<file path="src/rtl/mux_logic_unit_seq_if.sv">
// Operand/result bus for the sequential mux-based logic unit.
// The master issues a start with operands and function select; the slave
// reports busy/done and the registered result with its zero flag.
interface mux_logic_unit_seq_if #(
    parameter int unsigned WIDTH = 8
);
    logic             start;
    logic [2:0]       op;
    logic [WIDTH-1:0] a;
    logic [WIDTH-1:0] b;
    logic             busy;
    logic             done;
    logic [WIDTH-1:0] y;
    logic             zero;

    modport master (
        output start,
        output op,
        output a,
        output b,
        input  busy,
        input  done,
        input  y,
        input  zero
    );

    modport slave (
        input  start,
        input  op,
        input  a,
        input  b,
        output busy,
        output done,
        output y,
        output zero
    );
endinterface

</file>
<file path="src/rtl/mux_logic_unit_seq.sv">
// Multi-cycle bitwise logic unit. Applies one of eight two-input functions to
// WIDTH-bit operands, LANES bits per clock, LSB slice first. Every lane is a
// gate cell made only of 2:1 muxes; op picks a cell output via a mux2 tree.
module mux_logic_unit_seq #(
    parameter int unsigned WIDTH = 8,
    parameter int unsigned LANES = 1
) (
    input logic                clk,
    input logic                rst,
    mux_logic_unit_seq_if.slave bus
);

    // Guarded so a zero LANES reports the error instead of dividing by zero.
    localparam bit ParamOk = (WIDTH >= 1) && (LANES >= 1) &&
                             ((WIDTH % ((LANES == 0) ? 1 : LANES)) == 0);
    localparam int unsigned N    = (LANES == 0) ? 1 : (WIDTH / LANES);
    localparam int unsigned CntW = (N > 1) ? $clog2(N) : 1;
    localparam logic [CntW-1:0] CntLast = CntW'(N - 1);

    if (!ParamOk) begin : g_param_err
        $error("mux_logic_unit_seq: LANES must be >= 1 and divide WIDTH");
    end

    typedef enum logic [1:0] {
        StIdle,
        StRun,
        StDone
    } state_e;

    state_e           state_q, state_d;
    logic [CntW-1:0]  cnt_q, cnt_d;
    logic [2:0]       op_q, op_d;
    logic [WIDTH-1:0] a_q, a_d;
    logic [WIDTH-1:0] b_q, b_d;
    logic [WIDTH-1:0] acc_q, acc_d;
    logic [WIDTH-1:0] y_q, y_d;
    logic             zero_q, zero_d;

    logic [LANES-1:0] a_slice;
    logic [LANES-1:0] b_slice;
    logic [LANES-1:0] slice_res;

    function automatic logic mux2(input logic sel, input logic d1, input logic d0);
        return sel ? d1 : d0;
    endfunction

    // One bit of the unit: every cell selects on the a bit, and ~b is itself
    // a mux2 so the whole cell stays mux-only.
    function automatic logic gate_cell(input logic [2:0] sel, input logic ab,
                                       input logic bb);
        logic nb;
        logic c_nand, c_nor, c_and, c_or, c_xor, c_xnor, c_not, c_buf;
        logic l1_0, l1_1, l1_2, l1_3;
        logic l2_0, l2_1;
        nb     = mux2(bb, 1'b0, 1'b1);
        c_nand = mux2(ab, nb, 1'b1);
        c_nor  = mux2(ab, 1'b0, nb);
        c_and  = mux2(ab, bb, 1'b0);
        c_or   = mux2(ab, 1'b1, bb);
        c_xor  = mux2(ab, nb, bb);
        c_xnor = mux2(ab, bb, nb);
        c_not  = mux2(ab, 1'b0, 1'b1);
        c_buf  = mux2(ab, 1'b1, 1'b0);
        // Three-level select tree: op[0], then op[1], then op[2].
        l1_0 = mux2(sel[0], c_nor, c_nand);
        l1_1 = mux2(sel[0], c_or, c_and);
        l1_2 = mux2(sel[0], c_xnor, c_xor);
        l1_3 = mux2(sel[0], c_buf, c_not);
        l2_0 = mux2(sel[1], l1_1, l1_0);
        l2_1 = mux2(sel[1], l1_3, l1_2);
        return mux2(sel[2], l2_1, l2_0);
    endfunction

    // Pick the operand slice addressed by the counter (constant slice bounds).
    always_comb begin
        a_slice = '0;
        b_slice = '0;
        for (int unsigned s = 0; s < N; s++) begin
            if (cnt_q == CntW'(s)) begin
                a_slice = a_q[s*LANES +: LANES];
                b_slice = b_q[s*LANES +: LANES];
            end
        end
    end

    // Gate cells, one per lane.
    always_comb begin
        slice_res = '0;
        for (int unsigned i = 0; i < LANES; i++) begin
            slice_res[i] = gate_cell(op_q, a_slice[i], b_slice[i]);
        end
    end

    // Next-state logic for the FSM and the datapath registers.
    always_comb begin
        state_d = state_q;
        cnt_d   = cnt_q;
        op_d    = op_q;
        a_d     = a_q;
        b_d     = b_q;
        acc_d   = acc_q;
        y_d     = y_q;
        zero_d  = zero_q;
        unique case (state_q)
            StIdle: begin
                if (bus.start) begin
                    op_d    = bus.op;
                    a_d     = bus.a;
                    b_d     = bus.b;
                    cnt_d   = '0;
                    acc_d   = '0;
                    state_d = StRun;
                end
            end
            StRun: begin
                for (int unsigned s = 0; s < N; s++) begin
                    if (cnt_q == CntW'(s)) begin
                        acc_d[s*LANES +: LANES] = slice_res;
                    end
                end
                if (cnt_q == CntLast) begin
                    // acc_d already holds the final slice, so publish it now.
                    y_d     = acc_d;
                    zero_d  = (acc_d == '0);
                    state_d = StDone;
                end else begin
                    cnt_d = cnt_q + CntW'(1);
                end
            end
            StDone: begin
                state_d = StIdle;
            end
            default: begin
                state_d = StIdle;
            end
        endcase
    end

    // State and datapath registers with synchronous reset.
    always_ff @(posedge clk) begin
        if (rst) begin
            state_q <= StIdle;
            cnt_q   <= '0;
            op_q    <= '0;
            a_q     <= '0;
            b_q     <= '0;
            acc_q   <= '0;
            y_q     <= '0;
            zero_q  <= 1'b1;
        end else begin
            state_q <= state_d;
            cnt_q   <= cnt_d;
            op_q    <= op_d;
            a_q     <= a_d;
            b_q     <= b_d;
            acc_q   <= acc_d;
            y_q     <= y_d;
            zero_q  <= zero_d;
        end
    end

    // Status decoded from registered state only.
    always_comb begin
        bus.busy = (state_q == StRun);
        bus.done = (state_q == StDone);
        bus.y    = y_q;
        bus.zero = zero_q;
    end

endmodule

</file>
<file path="src/flat_wrapper.sv">
// flat-port wrapper written by rule: the top's interface ports become plain ports
module mux_logic_unit_seq_flat 
#(
    parameter int unsigned WIDTH = 8,
    parameter int unsigned LANES = 1
)
  (clk, rst, bus_start, bus_op, bus_a, bus_b, bus_busy, bus_done, bus_y, bus_zero);
  mux_logic_unit_seq_if #(.WIDTH(WIDTH)) bus_i ();
  input logic clk;
  input logic rst;
  input wire logic [$bits(bus_i.start)-1:0] bus_start;
  input wire logic [$bits(bus_i.op)-1:0] bus_op;
  input wire logic [$bits(bus_i.a)-1:0] bus_a;
  input wire logic [$bits(bus_i.b)-1:0] bus_b;
  output wire logic [$bits(bus_i.busy)-1:0] bus_busy;
  output wire logic [$bits(bus_i.done)-1:0] bus_done;
  output wire logic [$bits(bus_i.y)-1:0] bus_y;
  output wire logic [$bits(bus_i.zero)-1:0] bus_zero;
  assign bus_i.start = bus_start;
  assign bus_i.op = bus_op;
  assign bus_i.a = bus_a;
  assign bus_i.b = bus_b;
  assign bus_busy = bus_i.busy;
  assign bus_done = bus_i.done;
  assign bus_y = bus_i.y;
  assign bus_zero = bus_i.zero;
  mux_logic_unit_seq #(.WIDTH(WIDTH), .LANES(LANES)) u_core (.clk(clk), .rst(rst), .bus(bus_i));
endmodule
</file>
<file path="config.mk">
export PLATFORM = sky130hd
export DESIGN_NAME = mux_logic_unit_seq_flat
export DESIGN_NICKNAME = d
export VERILOG_FILES = /design/src/rtl/mux_logic_unit_seq_if.sv /design/src/rtl/mux_logic_unit_seq.sv /design/src/flat_wrapper.sv
export SDC_FILE = /design/constraint.sdc
export NUM_CORES = 1
export LEC_CHECK = 0
export ABC_AREA = 1
export BUFFER_PORTS_ARGS = -buffer_cell sky130_fd_sc_hd__buf_2
export CAP_MARGIN = 20
export CELL_PAD_IN_SITES_DETAIL_PLACEMENT = 0
export CELL_PAD_IN_SITES_GLOBAL_PLACEMENT = 1
export CORE_MARGIN = 2
export CORE_UTILIZATION = 43
export CTS_BUF_LIST = sky130_fd_sc_hd__clkbuf_16
export CTS_CLUSTER_SIZE = 40
export DETAILED_ROUTE_END_ITERATION = 6
export GPL_TIMING_DRIVEN = 0
export HOLD_SLACK_MARGIN = 0.05
export PLACE_DENSITY = 0.82
export SLEW_MARGIN = 25
export SYNTH_ARGS = -nofsm -noshare
export SYNTH_HDL_FRONTEND = slang
export SYNTH_SLANG_ARGS = --single-unit
</file>
<file path="constraint.sdc">
create_clock -name clk -period 6.8 [get_ports clk]
set_input_delay 1.36 -clock clk [delete_from_list [all_inputs] [get_ports clk]]
set_output_delay 1.36 -clock clk [all_outputs]
set_load 0.02 [all_outputs]
</file>
==> results by group, run 1 <==
Status
  • Status: finished, final reports clean

Logic synthesis
  • Syn Nets: 329
  • Top-area cell type share of the netlist area: 39.8%
  • Yosys cell types: 22
  • Register bit total from synthesis: just over 40
  • Synth Area per Inst: about 6.9 sq um
  • Post-Synthesis Cells: about 300
  • Post-synthesis cell area: a little over 0.002 sq mm
  • Synth area leaders: dfxtp_1 (40%), nand2_1 (11%), nor2_1 (8.6%), o21ai_0 (7.3%), nand3_1 (6.6%)
  • Sequential-to-total area share from yosys stat: 39.8%
  • Synth area leader: dfxtp_1
  • Yosys warns: 0

Worst setup path
  • Critical R2R Launch: u_core.cnt_q[1]$_SDFFE_PP0P_
  • CP Cell Sequence: inv_1, ha_1, inv_1, nor2_1, nand2_1, nand3_1, o21ai_0, nand2_1, o211ai_1, nand3_1, o211ai_1, nand3_1, o21a_1, inv_1, ha_1, nand2_1, o21ai_0, or2_2, nand3_1, nand2_2, o21ai_2, nor2_1, or2_1, inv_1
  • Critical path depth: 24
  • R2r endpoint: u_core.bus.y[6]$_SDFFE_PP0P_
  • End of the critical path: u_core.bus.y[6]$_SDFFE_PP0P_
  • Buf+Inv Stages, Crit Path: 4
  • Peak fanout along the critical path: 4
  • Crit path launch: u_core.cnt_q[1]$_SDFFE_PP0P_
  • Critical-path top delay cell: dfxtp_1
  • WP data required: around 7000 ps
  • Worst path max stage delay: roughly 340 ps
  • Startpoint Class: register
  • Worst Setup End Kind: register
  • Flop-to-flop setup slack: around 3600 ps
  • R2R depth: 24
  • Family with the most delay on the worst path: simple AND/OR/NAND/NOR gates
  • Critical path class: reg2reg
  • Arr. time, crit path: between 3000 and 4000 ps

STA
  • Clock Skew: 3.67 ps
  • # setup viols final: 0
  • RSZ-0062 raised after global routing: no
  • WHS: roughly 460 ps
  • Final Hold Viols: 0
  • Fin crit period: roughly 3200 ps
  • Setup TNS: 0 ps
  • Max-slew headroom: around three fifths
  • Fin crit share: between 40 and 50%
  • Worst-Margin Slew: around 590 ps
  • Final Slew Violations: 0
  • FMAX: 315 MHz

Pwr
  • Pwr Total: about 0.57 mW
  • Cell internal pwr: a little over 0.4 mW
  • Sequential power share: 45.9%
  • Comb pwr share: between 15 and 20%
  • Sw frac: roughly a quarter
  • Peak VDD IR: 0.0969 mV
  • Switching power: ~0.15 mW
  • Pwr/cell area: approximately 230 mW/mm^2
  • Clock network power share: a little under two fifths
  • Leak: 1.16 nW

Floorplan
  • Die area: 0.00537 sq mm
  • Core Area: roughly 0.0047 sq mm
  • IO Count: 33
  • Site Rows: 25
  • Initial Utilization: ~44%
  • Die Height: ~73 um
  • Die X: between 70 and 80 um

CTS
  • Clk_lat worst skew: roughly 280 ps
  • # clock sinks: 41
  • Root Buffer: clkbuf_16
  • Num CTS Buffers: 5
  • CTS tree: yes
  • Setup Fix Bufs, Post-CTS: 0
  • H-Tree Depth: 2
  • Post-cts sizing count: 0
  • Clock transition at path regs: roughly 60 ps
  • CTS Buffer Depth: 2
  • Post-cts hold buffer count: 0

Placed design
  • PortBufs: 32
  • Hpwl dp: 3.75 mm
  • Final GP Congestion: approximately 0.84
  • Placed instance area: 0.00229 sq mm

Global routing
  • Largest net degree at the start of global routing: 12
  • First-pass GRT wire length: around 8.2 mm
  • Via count of the first global-routing pass: 1814
  • Initial antenna violation count: 0
  • GR Util All Layers: between 10% and 20%
  • Total grt overflow: 0

Cells and area
  • Syn-to-layout area delta: 17.5%
  • Inserted Diodes: 0
  • NumNets Final: around 370
  • Final Cell Area: about 0.0024 sq mm
  • Share of cells above drive strength 1: between 15 and 20%
  • Final core utilization: roughly half

Route
  • Final ANT Viol Nets: 0
  • Post-route DRC violation count: 0
  • Initial drt markers: 85
  • Avg WL per Cell: approximately 12 um
  • Drt first pass iters: 4
  • DR vias/cell: 4.98
  • Final Routed Wirelength: between 4 and 5 mm
  • DR vias: 1943

Flow run
  • Max Cap Viol: 0

Min path
  • Hold WC Path Type: reg2reg
  • Hold path cells: 2
## per-layer routing
layer	vias up	GRT usage [%]	wire length, um
met3	5	3.70	116
met1	888	25.6	2360
met4	0	3.70	45
li1	1026	-	-
met5	-	0	0
met2	24	34.3	2280
## cells by family (layout without fill, tap and decap cells)
group           after synthesis  after routing  share of synthesized area, %
compound gates               53             53                          13.7
xor+xnor                      1              1                         0.425
fa+ha+maj                    10             10                          6.07
buf+inv                      40             79                          7.65
flops                        41             41                          39.8
simple gates                152            152                          32.4
## synthesized netlist by cell type
cell type,count
nor2_1,47
nand2_1,61
o21a_1,2
dfxtp_1,41
buf_6,1
xnor2_1,1
inv_2,2
o21ai_0,30
inv_1,29
clkinv_1,2
a21oi_1,16
nand3_2,3
or2_2,9
o21ai_2,1
o21ai_1,1
or2_1,1
nand3_1,27
ha_1,10
o211ai_1,3
clkbuf_1,6
nor2_4,2
nand2_2,2
## sequential cells by signal (all words and copies together), names as in the netlist
signal / count
u_core.b_q: 8
u_core.state_q: 2
u_core.bus.y: 8
u_core.bus.zero: 1
u_core.acc_q: 8
u_core.op_q: 3
u_core.cnt_q: 3
u_core.a_q: 8
## how the worst min path moves through the flow
stage                                      start                      endpoint
floorplan             u_core.a_q[2]$_SDFFE_PP0P_    u_core.a_q[2]$_SDFFE_PP0P_
global route        u_core.acc_q[3]$_SDFFE_PP0P_  u_core.acc_q[3]$_SDFFE_PP0P_
finish              u_core.acc_q[3]$_SDFFE_PP0P_  u_core.acc_q[3]$_SDFFE_PP0P_
detailed placement  u_core.acc_q[3]$_SDFFE_PP0P_  u_core.acc_q[3]$_SDFFE_PP0P_
CTS                 u_core.acc_q[3]$_SDFFE_PP0P_  u_core.acc_q[3]$_SDFFE_PP0P_
global placement    u_core.acc_q[0]$_SDFFE_PP0P_  u_core.acc_q[0]$_SDFFE_PP0P_
## worst reg2reg max path, cell delays in order (launching register included)
cell and delay (ps):
dfxtp_1 340, inv_1 90, ha_1 210, inv_1 70
nor2_1 210, nand2_1 80, nand3_1 80, o21ai_0 70
nand2_1 60, o211ai_1 80, nand3_1 80, o211ai_1 90
nand3_1 90, o21a_1 190, inv_1 80, ha_1 170
nand2_1 50, o21ai_0 110, or2_2 320, nand3_1 100
nand2_2 100, o21ai_2 150, nor2_1 80, or2_1 210
inv_1 50
## per-stage QoR
step | setup slack (ps) | instances
finish | 3620 | 390
global route | 3160 | 390
CTS | 3580 | 390
detailed placement | 3610 | 383
global placement | 3640 | 383
floorplan | 4090 | 297
## area by class of cell
type | instances | area [sq um]
fill | 515 | 2240
multi-input combinational | 216 | 1080
sequential | 41 | 821
timing repair buffer | 32 | 160
clock buffer | 5 | 125
inverter | 33 | 124
tap | 54 | 67.6
buffer | 7 | 33.8
clock inverter | 2 | 7.51
## power by group through the flow
stage	combinational, mW	sequential (mW)	clock [mW]
6_report	0.0892	0.260	0.216
5_1_grt	0.104	0.261	0.231
4_1_cts	0.0904	0.259	0.221
3_5_place_dp	0.0900	0.265	0
3_3_place_gp	0.0879	0.264	0
2_1_floorplan	0.0650	0.262	0
## placed cells by master (no fill, tap or decap)
| master | count |
|---|---|
| o21ai_2 | 1 |
| clkbuf_1 | 6 |
| nand3_1 | 27 |
| o21a_1 | 2 |
| ha_1 | 10 |
| clkbuf_16 | 5 |
| inv_2 | 2 |
| o21ai_0 | 30 |
| xnor2_1 | 1 |
| buf_6 | 1 |
| nand2_1 | 61 |
| nand3_2 | 3 |
| a21oi_1 | 16 |
| inv_1 | 30 |
| or2_1 | 1 |
| dfxtp_1 | 41 |
| o21ai_1 | 1 |
| nand2_2 | 2 |
| nor2_4 | 2 |
| or2_2 | 9 |
| buf_2 | 32 |
| nor2_1 | 47 |
| clkinv_1 | 3 |
| o211ai_1 | 3 |
Power figures use the tool's default switching activity.
==> run 2, diff against run 1 <==
--- a/config.mk
+++ b/config.mk
@@ -11,13 +11,13 @@
 export CELL_PAD_IN_SITES_DETAIL_PLACEMENT = 0
 export CELL_PAD_IN_SITES_GLOBAL_PLACEMENT = 1
 export CORE_MARGIN = 2
-export CORE_UTILIZATION = 43
+export CORE_UTILIZATION = 36
 export CTS_BUF_LIST = sky130_fd_sc_hd__clkbuf_16
 export CTS_CLUSTER_SIZE = 40
 export DETAILED_ROUTE_END_ITERATION = 6
 export GPL_TIMING_DRIVEN = 0
 export HOLD_SLACK_MARGIN = 0.05
-export PLACE_DENSITY = 0.82
+export PLACE_DENSITY = 0.73
 export SLEW_MARGIN = 25
 export SYNTH_ARGS = -nofsm -noshare
 export SYNTH_HDL_FRONTEND = slang
==> constraint.sdc (replaced) <==
create_clock -name clk -period 2.84 [get_ports clk]
set_input_delay 0.568 -clock clk [delete_from_list [all_inputs] [get_ports clk]]
set_output_delay 0.568 -clock clk [all_outputs]
set_load 0.02 [all_outputs]
==> run 2 against run 1 <==
- global-route usage decreased by 1.5 points
- sequential power increased by 140%
- utilization increased by 0.33 points
- total power increased to 2.8 times the previous value
- clock skew decreased by 1.1 ps
- combinational power increased to 3.6 times the previous value
- clock-buffer cell count unchanged
==> results by group, run 2 (synthesized netlist as in run 1, its figures left out) <==
STA
  • Worst-Margin Slew: 600 ps (was 591 ps)
  • Clock Skew: 2.60 ps (was 3.67 ps)
  • WHS: 464 ps (was 457 ps)
  • Max-slew headroom: 59.9% (was 60.5%)
  • RSZ-0062 raised after global routing: yes (was no)
  • Setup TNS: 0 ps (unchanged)
  • Final Slew Violations: 0 (unchanged)
  • Fin crit period: 2830 ps (was 3180 ps)
  • Final Hold Viols: 0 (unchanged)
  • # setup viols final: 0 (unchanged)
  • Fin crit share: 99.6% (was 46.8%)
  • FMAX: 354 MHz (was 315 MHz)

Floorplan
  • Die Height: 79.7 um (was 73.3 um)
  • IO Count: 33 (unchanged)
  • Core Area: 0.00551 sq mm (was 0.00466 sq mm)
  • Die X: 79.7 um (was 73.3 um)
  • Initial Utilization: 37.4% (was 44.2%)
  • Die area: 0.00635 sq mm (was 0.00537 sq mm)
  • Site Rows: 27 (was 25)

Min path
  • Hold Crit Start: u_core.acc_q[5]$_SDFFE_PP0P_ (was u_core.acc_q[3]$_SDFFE_PP0P_)
  • Hold WC Path Type: reg2reg (unchanged)
  • Hold path cells: 2 (unchanged)
  • Hold path endpoint: u_core.acc_q[5]$_SDFFE_PP0P_ (was u_core.acc_q[3]$_SDFFE_PP0P_)

Worst setup path
  • Flop-to-flop setup slack: 10 ps (was 3620 ps)
  • Startpoint Class: register (unchanged)
  • Critical path class: reg2reg (unchanged)
  • Peak fanout along the critical path: 4 (unchanged)
  • Arr. time, crit path: 3060 ps (was 3410 ps)
  • Worst Setup End Kind: register (unchanged)
  • Worst path max stage delay: 400 ps (was 340 ps)
  • R2r endpoint: u_core.bus.y[6]$_SDFFE_PP0P_ (unchanged)
  • R2R depth: 23 (was 24)
  • WP data required: 3070 ps (was 7030 ps)
  • CP Cell Sequence: inv_4, ha_4, inv_4, nor2_4, inv_2, nand3_2, o21ai_2, nand2_1, o211ai_1, nand3_1, o211ai_1, nand3_1, o21a_4, ha_4, or2_4, nand2_2, nand2_2, nand3_4, nand2_4, o21ai_4, nor2_2, or2_1, inv_1 (was inv_1, ha_1, inv_1, nor2_1, nand2_1, nand3_1, o21ai_0, nand2_1, o211ai_1, nand3_1, o211ai_1, nand3_1, o21a_1, inv_1, ha_1, nand2_1, o21ai_0, or2_2, nand3_1, nand2_2, o21ai_2, nor2_1, or2_1, inv_1)
  • Critical R2R Launch: u_core.cnt_q[0]$_SDFFE_PP0P_ (was u_core.cnt_q[1]$_SDFFE_PP0P_)
  • Critical-path top delay cell: dfxtp_4 (was dfxtp_1)

CTS
  • Root Buffer: clkbuf_16 (unchanged)
  • H-Tree Depth: 2 (unchanged)
  • Clock transition at path regs: 60 ps (about the same)
  • Num CTS Buffers: 5 (unchanged)
  • # clock sinks: 41 (unchanged)
  • CTS tree: yes (unchanged)
  • Post-cts hold buffer count: 0 (unchanged)
  • CTS Buffer Depth: 2 (unchanged)
  • Clk_lat worst skew: 280 ps (about the same)

Route
  • Final Routed Wirelength: 5.57 mm (was 4.80 mm)
  • Final ANT Viol Nets: 0 (unchanged)
  • DR vias: 2031 (was 1943)
  • Avg WL per Cell: 13.1 um (was 12.3 um)
  • Drt first pass iters: 4 (unchanged)
  • Post-route DRC violation count: 0 (unchanged)
  • DR vias/cell: 4.78 (was 4.98)
  • Initial drt markers: 80 (was 85)

Placed design
  • Final GP Congestion: 0.837 (was 0.838)
  • PortBufs: 32 (unchanged)
  • Hpwl dp: 3.81 mm (was 3.75 mm)

Pwr
  • Pwr/cell area: 547 mW/mm^2 (was 233 mW/mm^2)
  • Leak: 1.28 nW (was 1.16 nW)
  • Peak VDD IR: 0.345 mV (was 0.0969 mV)
  • Pwr Total: 1.57 mW (was 0.565 mW)

Global routing
  • Total grt overflow: 0 (unchanged)
  • Initial antenna violation count: 0 (unchanged)
  • Largest net degree at the start of global routing: 13 (was 12)
  • GR Util All Layers: 18.2% (was 19.7%)
  • Via count of the first global-routing pass: 1953 (was 1814)
  • First-pass GRT wire length: 8.97 mm (was 8.25 mm)

Status
  • Status: finished, final reports clean (unchanged)

Cells and area
  • NumNets Final: 384 (was 368)
  • Leading cell type in the layout, fill and taps excluded: nand2_1 (unchanged)
  • Most frequent cells in the layout: nand2_1 (48), nor2_1 (45), dfxtp_1 (39) (was nand2_1 (61), nor2_1 (47), dfxtp_1 (41))
  • Syn-to-layout area delta: 39.7% (was 17.5%)
  • Share of cells above drive strength 1: 33.7% (was 17.0%)
  • Inserted Diodes: 0 (unchanged)

Flow run
  • Max Cap Viol: 0 (unchanged)
-- run 2: cell types whose count changed in the layout (fill, tap and decap cells not counted), sizes merged --
cell	delta
buf	+16
bufinv	+1
-- run 2: worst max path at each step --
stage,depth (start not counted),start,end,slack [ps]
2_1_floorplan,24,u_core.cnt_q[1]$_SDFFE_PP0P_,u_core.bus.y[6]$_SDFFE_PP0P_,130
3_3_place_gp,26,u_core.cnt_q[1]$_SDFFE_PP0P_,u_core.bus.zero$_SDFFE_PP1P_,-390
3_5_place_dp,26,u_core.cnt_q[1]$_SDFFE_PP0P_,u_core.bus.zero$_SDFFE_PP1P_,-400
4_1_cts,24,u_core.cnt_q[0]$_SDFFE_PP0P_,u_core.bus.y[6]$_SDFFE_PP0P_,5
5_1_grt,24,u_core.cnt_q[1]$_SDFFE_PP0P_,u_core.bus.zero$_SDFFE_PP1P_,-200
6_report,23,u_core.cnt_q[0]$_SDFFE_PP0P_,u_core.bus.y[6]$_SDFFE_PP0P_,10
-- run 2: layer usage --
metal	track usage, %	up-vias	share of wire (%)
li1	-	1059	-
met1	22.9	927	46
met2	31.4	38	50
met3	3.51	7	3.0
met4	5.69	0	1.1
met5	0	-	0
-- run 2: layout make-up --
cell class	instances	area, sq um
flip-flops and latches	41	828
clock buffers	5	125
plain buffers	7	33.8
inverters	33	136
multi-input cells	216	1350
fillers	581	2630
clock inverters	3	37.5
well taps	72	90.1
repair buffers	48	284
-- run 2: per-stage QoR --
step / utilization, % / setup slack (ps) / area [sq um] / instances
final: 52.3 / 11.5 / 2880 / 425
after global routing: 52.3 / -202 / 2880 / 425
after CTS: 49.3 / 4.93 / 2720 / 419
after detailed placement: 42.0 / -396 / 2310 / 401
after global placement: 42.0 / -395 / 2310 / 401
after floorplan: - / 128 / 2060 / 297
-- run 2: critical path: cells and delay by family (launching register included) --
| kind | cells | cell delay (ps) |
|---|---|---|
| simple gates | 12 | 1190 |
| compound gates | 5 | 550 |
| flops | 1 | 400 |
| fa+ha+maj | 2 | 380 |
| buf+inv | 4 | 240 |
-- run 2: power breakdown --
part,leakage [nW],switching [mW],total (mW),internal [mW]
registers,0.337,0.0239,0.627,0.603
logic,0.865,0.187,0.321,0.134
clock network,0.0826,0.218,0.627,0.408
total,1.28,0.429,1.57,1.15
-- run 2: repair_timing --
action / CTS / global route
gates cloned: 0 / 0
setup buffers: 10 / 6
resized for setup: 49 / 30
pin swaps: 16 / 24
endpoints found under the setup margin: 17 / 17
==> run 3, diff against run 2 <==
--- a/config.mk
+++ b/config.mk
@@ -17,7 +17,8 @@
 export DETAILED_ROUTE_END_ITERATION = 6
 export GPL_TIMING_DRIVEN = 0
 export HOLD_SLACK_MARGIN = 0.05
-export PLACE_DENSITY = 0.73
+export PLACE_DENSITY = 0.74
+export SKIP_CTS_REPAIR_TIMING = 1
 export SLEW_MARGIN = 25
 export SYNTH_ARGS = -nofsm -noshare
 export SYNTH_HDL_FRONTEND = slang
==> run 3 against run 2 <==
- the flow now finishes with violations (setup timing)
- register-to-register slack got worse by 40 ps
- sequential share of layout area rose by 0.50 points
- maximum frequency fell by 1.4%
- die area did not move
- first-iteration DRC count fell by 23%
- final area fell by 1.7%
- final cell count fell by 2.4%
- clock skew rose by 2.4 ps
- sequential power barely moved
- flip-flop and latch count did not move
- wire length fell by 3.5%
- critical path type unchanged
- largest cell class unchanged
==> results by group, run 3 (synthesized netlist as in run 1, its figures left out) <==
Status
  • Status: complete, but fails checks (was finished, final reports clean)
  • Failing checks: setup timing

CTS
  • Num CTS Buffers: 5 (unchanged)
  • Clk_lat worst skew: 280 ps (about the same)
  • H-Tree Depth: 2 (unchanged)
  • Clock transition at path regs: 60 ps (about the same)
  • # clock sinks: 41 (unchanged)
  • Root Buffer: clkbuf_16 (unchanged)
  • CTS Buffer Depth: 2 (unchanged)
  • CTS tree: yes (unchanged)

Placed design
  • PortBufs: 32 (unchanged)
  • Hpwl dp: 3.78 mm (was 3.81 mm)
  • Placed instance area: 0.00231 sq mm (unchanged)
  • Placed insts: 401 (unchanged)
  • Final GP Congestion: 0.869 (was 0.837)
  • Pre-CTS setup slack: -392 ps (was -396 ps)

Worst setup path
  • WP data required: 3070 ps (about the same)
  • Peak fanout along the critical path: 4 (unchanged)
  • Worst Setup End Kind: register (unchanged)
  • Arr. time, crit path: 3100 ps (was 3060 ps)
  • Worst path max stage delay: 370 ps (was 400 ps)
  • Flop-to-flop setup slack: -30 ps (was 10 ps)
  • R2r endpoint: u_core.bus.y[6]$_SDFFE_PP0P_ (unchanged)
  • Startpoint Class: register (unchanged)
  • Critical R2R Launch: u_core.cnt_q[1]$_SDFFE_PP0P_ (was u_core.cnt_q[0]$_SDFFE_PP0P_)
  • Family with the most delay on the worst path: simple AND/OR/NAND/NOR gates (unchanged)
  • Buf+Inv Stages, Crit Path: 4 (unchanged)
  • Critical-path top delay cell: dfxtp_4 (unchanged)
  • CP Cell Sequence: inv_4, ha_4, inv_2, nor2_4, nand3_2, nand3_2, o21ai_2, nand2_1, o211ai_1, nand3_1, o211ai_1, nand3_1, o21a_2, inv_2, ha_4, nand2_2, o21ai_2, or2_4, nand3_4, nand2_4, o21ai_4, nor2_2, or2_1, inv_1 (was inv_4, ha_4, inv_4, nor2_4, inv_2, nand3_2, o21ai_2, nand2_1, o211ai_1, nand3_1, o211ai_1, nand3_1, o21a_4, ha_4, or2_4, nand2_2, nand2_2, nand3_4, nand2_4, o21ai_4, nor2_2, or2_1, inv_1)
  • Critical path class: reg2reg (unchanged)
  • R2R depth: 24 (was 23)

STA
  • Max-slew headroom: 61.1% (was 59.9%)
  • Final Worst Setup Slack: -27.9 ps (was 11.5 ps)
  • WHS: 460 ps (was 464 ps)
  • FMAX: 349 MHz (was 354 MHz)
  • Clock Skew: 5.04 ps (was 2.60 ps)
  • Fin crit period: 2870 ps (was 2830 ps)
  • Fin crit share: 101% (was 99.6%)
  • Final Hold Viols: 0 (unchanged)
  • Final Slew Violations: 0 (unchanged)
  • # setup viols final: 2 (was 0)
  • Worst-Margin Slew: 582 ps (was 600 ps)
  • RSZ-0062 raised after global routing: yes (unchanged)
  • Setup TNS: -39.3 ps (was 0 ps)

Floorplan
  • Core Area: 0.00551 sq mm (unchanged)
  • Site Rows: 27 (unchanged)
  • Die X: 79.7 um (unchanged)
  • Die area: 0.00635 sq mm (unchanged)
  • Die Height: 79.7 um (unchanged)
  • Initial Utilization: 37.4% (unchanged)
  • IO Count: 33 (unchanged)

Pwr
  • Pwr Total: 1.56 mW (was 1.57 mW)
  • Peak VDD IR: 0.228 mV (was 0.345 mV)
  • Pwr/cell area: 549 mW/mm^2 (was 547 mW/mm^2)
  • Leak: 1.24 nW (was 1.28 nW)

Cells and area
  • Syn-to-layout area delta: 37.3% (was 39.7%)
  • NumNets Final: 374 (was 384)
  • Final Cell Area: 0.00283 sq mm (was 0.00288 sq mm)
  • Inserted Diodes: 0 (unchanged)
  • Post-route insts no fill: 415 (was 425)
  • Most frequent cells in the layout: nand2_1 (47), nor2_1 (45), dfxtp_1 (39) (was nand2_1 (48), nor2_1 (45), dfxtp_1 (39))
  • Share of cells above drive strength 1: 34.4% (was 33.7%)
  • Fill count: 563 (was 581)
  • Final core utilization: 51.4% (was 52.3%)
  • Leading cell type in the layout, fill and taps excluded: nand2_1 (unchanged)

Global routing
  • Largest net degree at the start of global routing: 13 (unchanged)
  • Total grt overflow: 0 (unchanged)
  • Initial antenna violation count: 0 (unchanged)
  • Via count of the first global-routing pass: 1769 (was 1953)
  • First-pass GRT wire length: 8.49 mm (was 8.97 mm)
  • GR Util All Layers: 17.1% (was 18.2%)

Route
  • DR vias/cell: 4.72 (was 4.78)
  • Initial drt markers: 62 (was 80)
  • Avg WL per Cell: 12.9 um (was 13.1 um)
  • Post-route DRC violation count: 0 (unchanged)
  • DR vias: 1957 (was 2031)
  • Drt first pass iters: 4 (unchanged)
  • Final ANT Viol Nets: 0 (unchanged)
  • Final Routed Wirelength: 5.37 mm (was 5.57 mm)

Flow run
  • Max Cap Viol: 0 (unchanged)

Min path
  • Hold WC Path Type: reg2reg (unchanged)
  • Hold path cells: 2 (unchanged)
  • Hold path endpoint: u_core.acc_q[2]$_SDFFE_PP0P_ (was u_core.acc_q[5]$_SDFFE_PP0P_)
  • Hold Crit Start: u_core.acc_q[2]$_SDFFE_PP0P_ (was u_core.acc_q[5]$_SDFFE_PP0P_)
## run 3: cell types whose count changed in the layout (fill, tap and decap cells not counted), sizes merged
cell,previous run,this run
buf,49,39
## run 3: layer usage
| layer | vias up | global-route usage (%) | wire length, um |
|---|---|---|---|
| met2 | 23 | 26.7 | 2570 |
| met5 | - | 0 | 0 |
| li1 | 1048 | - | - |
| met3 | 4 | 3.85 | 147 |
| met1 | 882 | 23.8 | 2610 |
| met4 | 0 | 4.66 | 46 |
## run 3: area by class of cell
type                            instances  area, sq um  area share, %
Multi-Input combinational cell        216         1380           48.6
Sequential cell                        41          828           29.3
Timing Repair Buffer                   38          209           7.38
Inverter                               33          131           4.64
Clock buffer                            5          125           4.42
Tap cell                               72         90.1           3.18
Clock inverter                          3         37.5           1.33
Buffer                                  7         33.8           1.19
## run 3: worst max path at each step
stage                                   end  slack [ps]                         start  depth (start not counted)
2_1_floorplan  u_core.bus.y[6]$_SDFFE_PP0P_         130  u_core.cnt_q[1]$_SDFFE_PP0P_                         24
3_3_place_gp   u_core.bus.zero$_SDFFE_PP1P_        -370  u_core.cnt_q[1]$_SDFFE_PP0P_                         26
3_5_place_dp   u_core.bus.zero$_SDFFE_PP1P_        -390  u_core.cnt_q[1]$_SDFFE_PP0P_                         26
4_1_cts        u_core.bus.zero$_SDFFE_PP1P_        -420  u_core.cnt_q[1]$_SDFFE_PP0P_                         26
5_1_grt        u_core.bus.zero$_SDFFE_PP1P_        -290  u_core.cnt_q[1]$_SDFFE_PP0P_                         26
6_report       u_core.bus.y[6]$_SDFFE_PP0P_         -30  u_core.cnt_q[1]$_SDFFE_PP0P_                         24
## run 3: power by group
| part | total (mW) | internal (mW) | leakage [nW] | switching, mW |
|---|---|---|---|---|
| Clock | 0.627 | 0.408 | 0.0826 | 0.218 |
| Sequential | 0.624 | 0.603 | 0.337 | 0.0205 |
| Combinational | 0.306 | 0.123 | 0.820 | 0.183 |
| Total | 1.56 | 1.13 | 1.24 | 0.421 |
## run 3: tightest hold or removal path: stages (launching register included)
cell and delay, ps:
dfxtp_1 300, nand2_1 60, a21oi_1 50
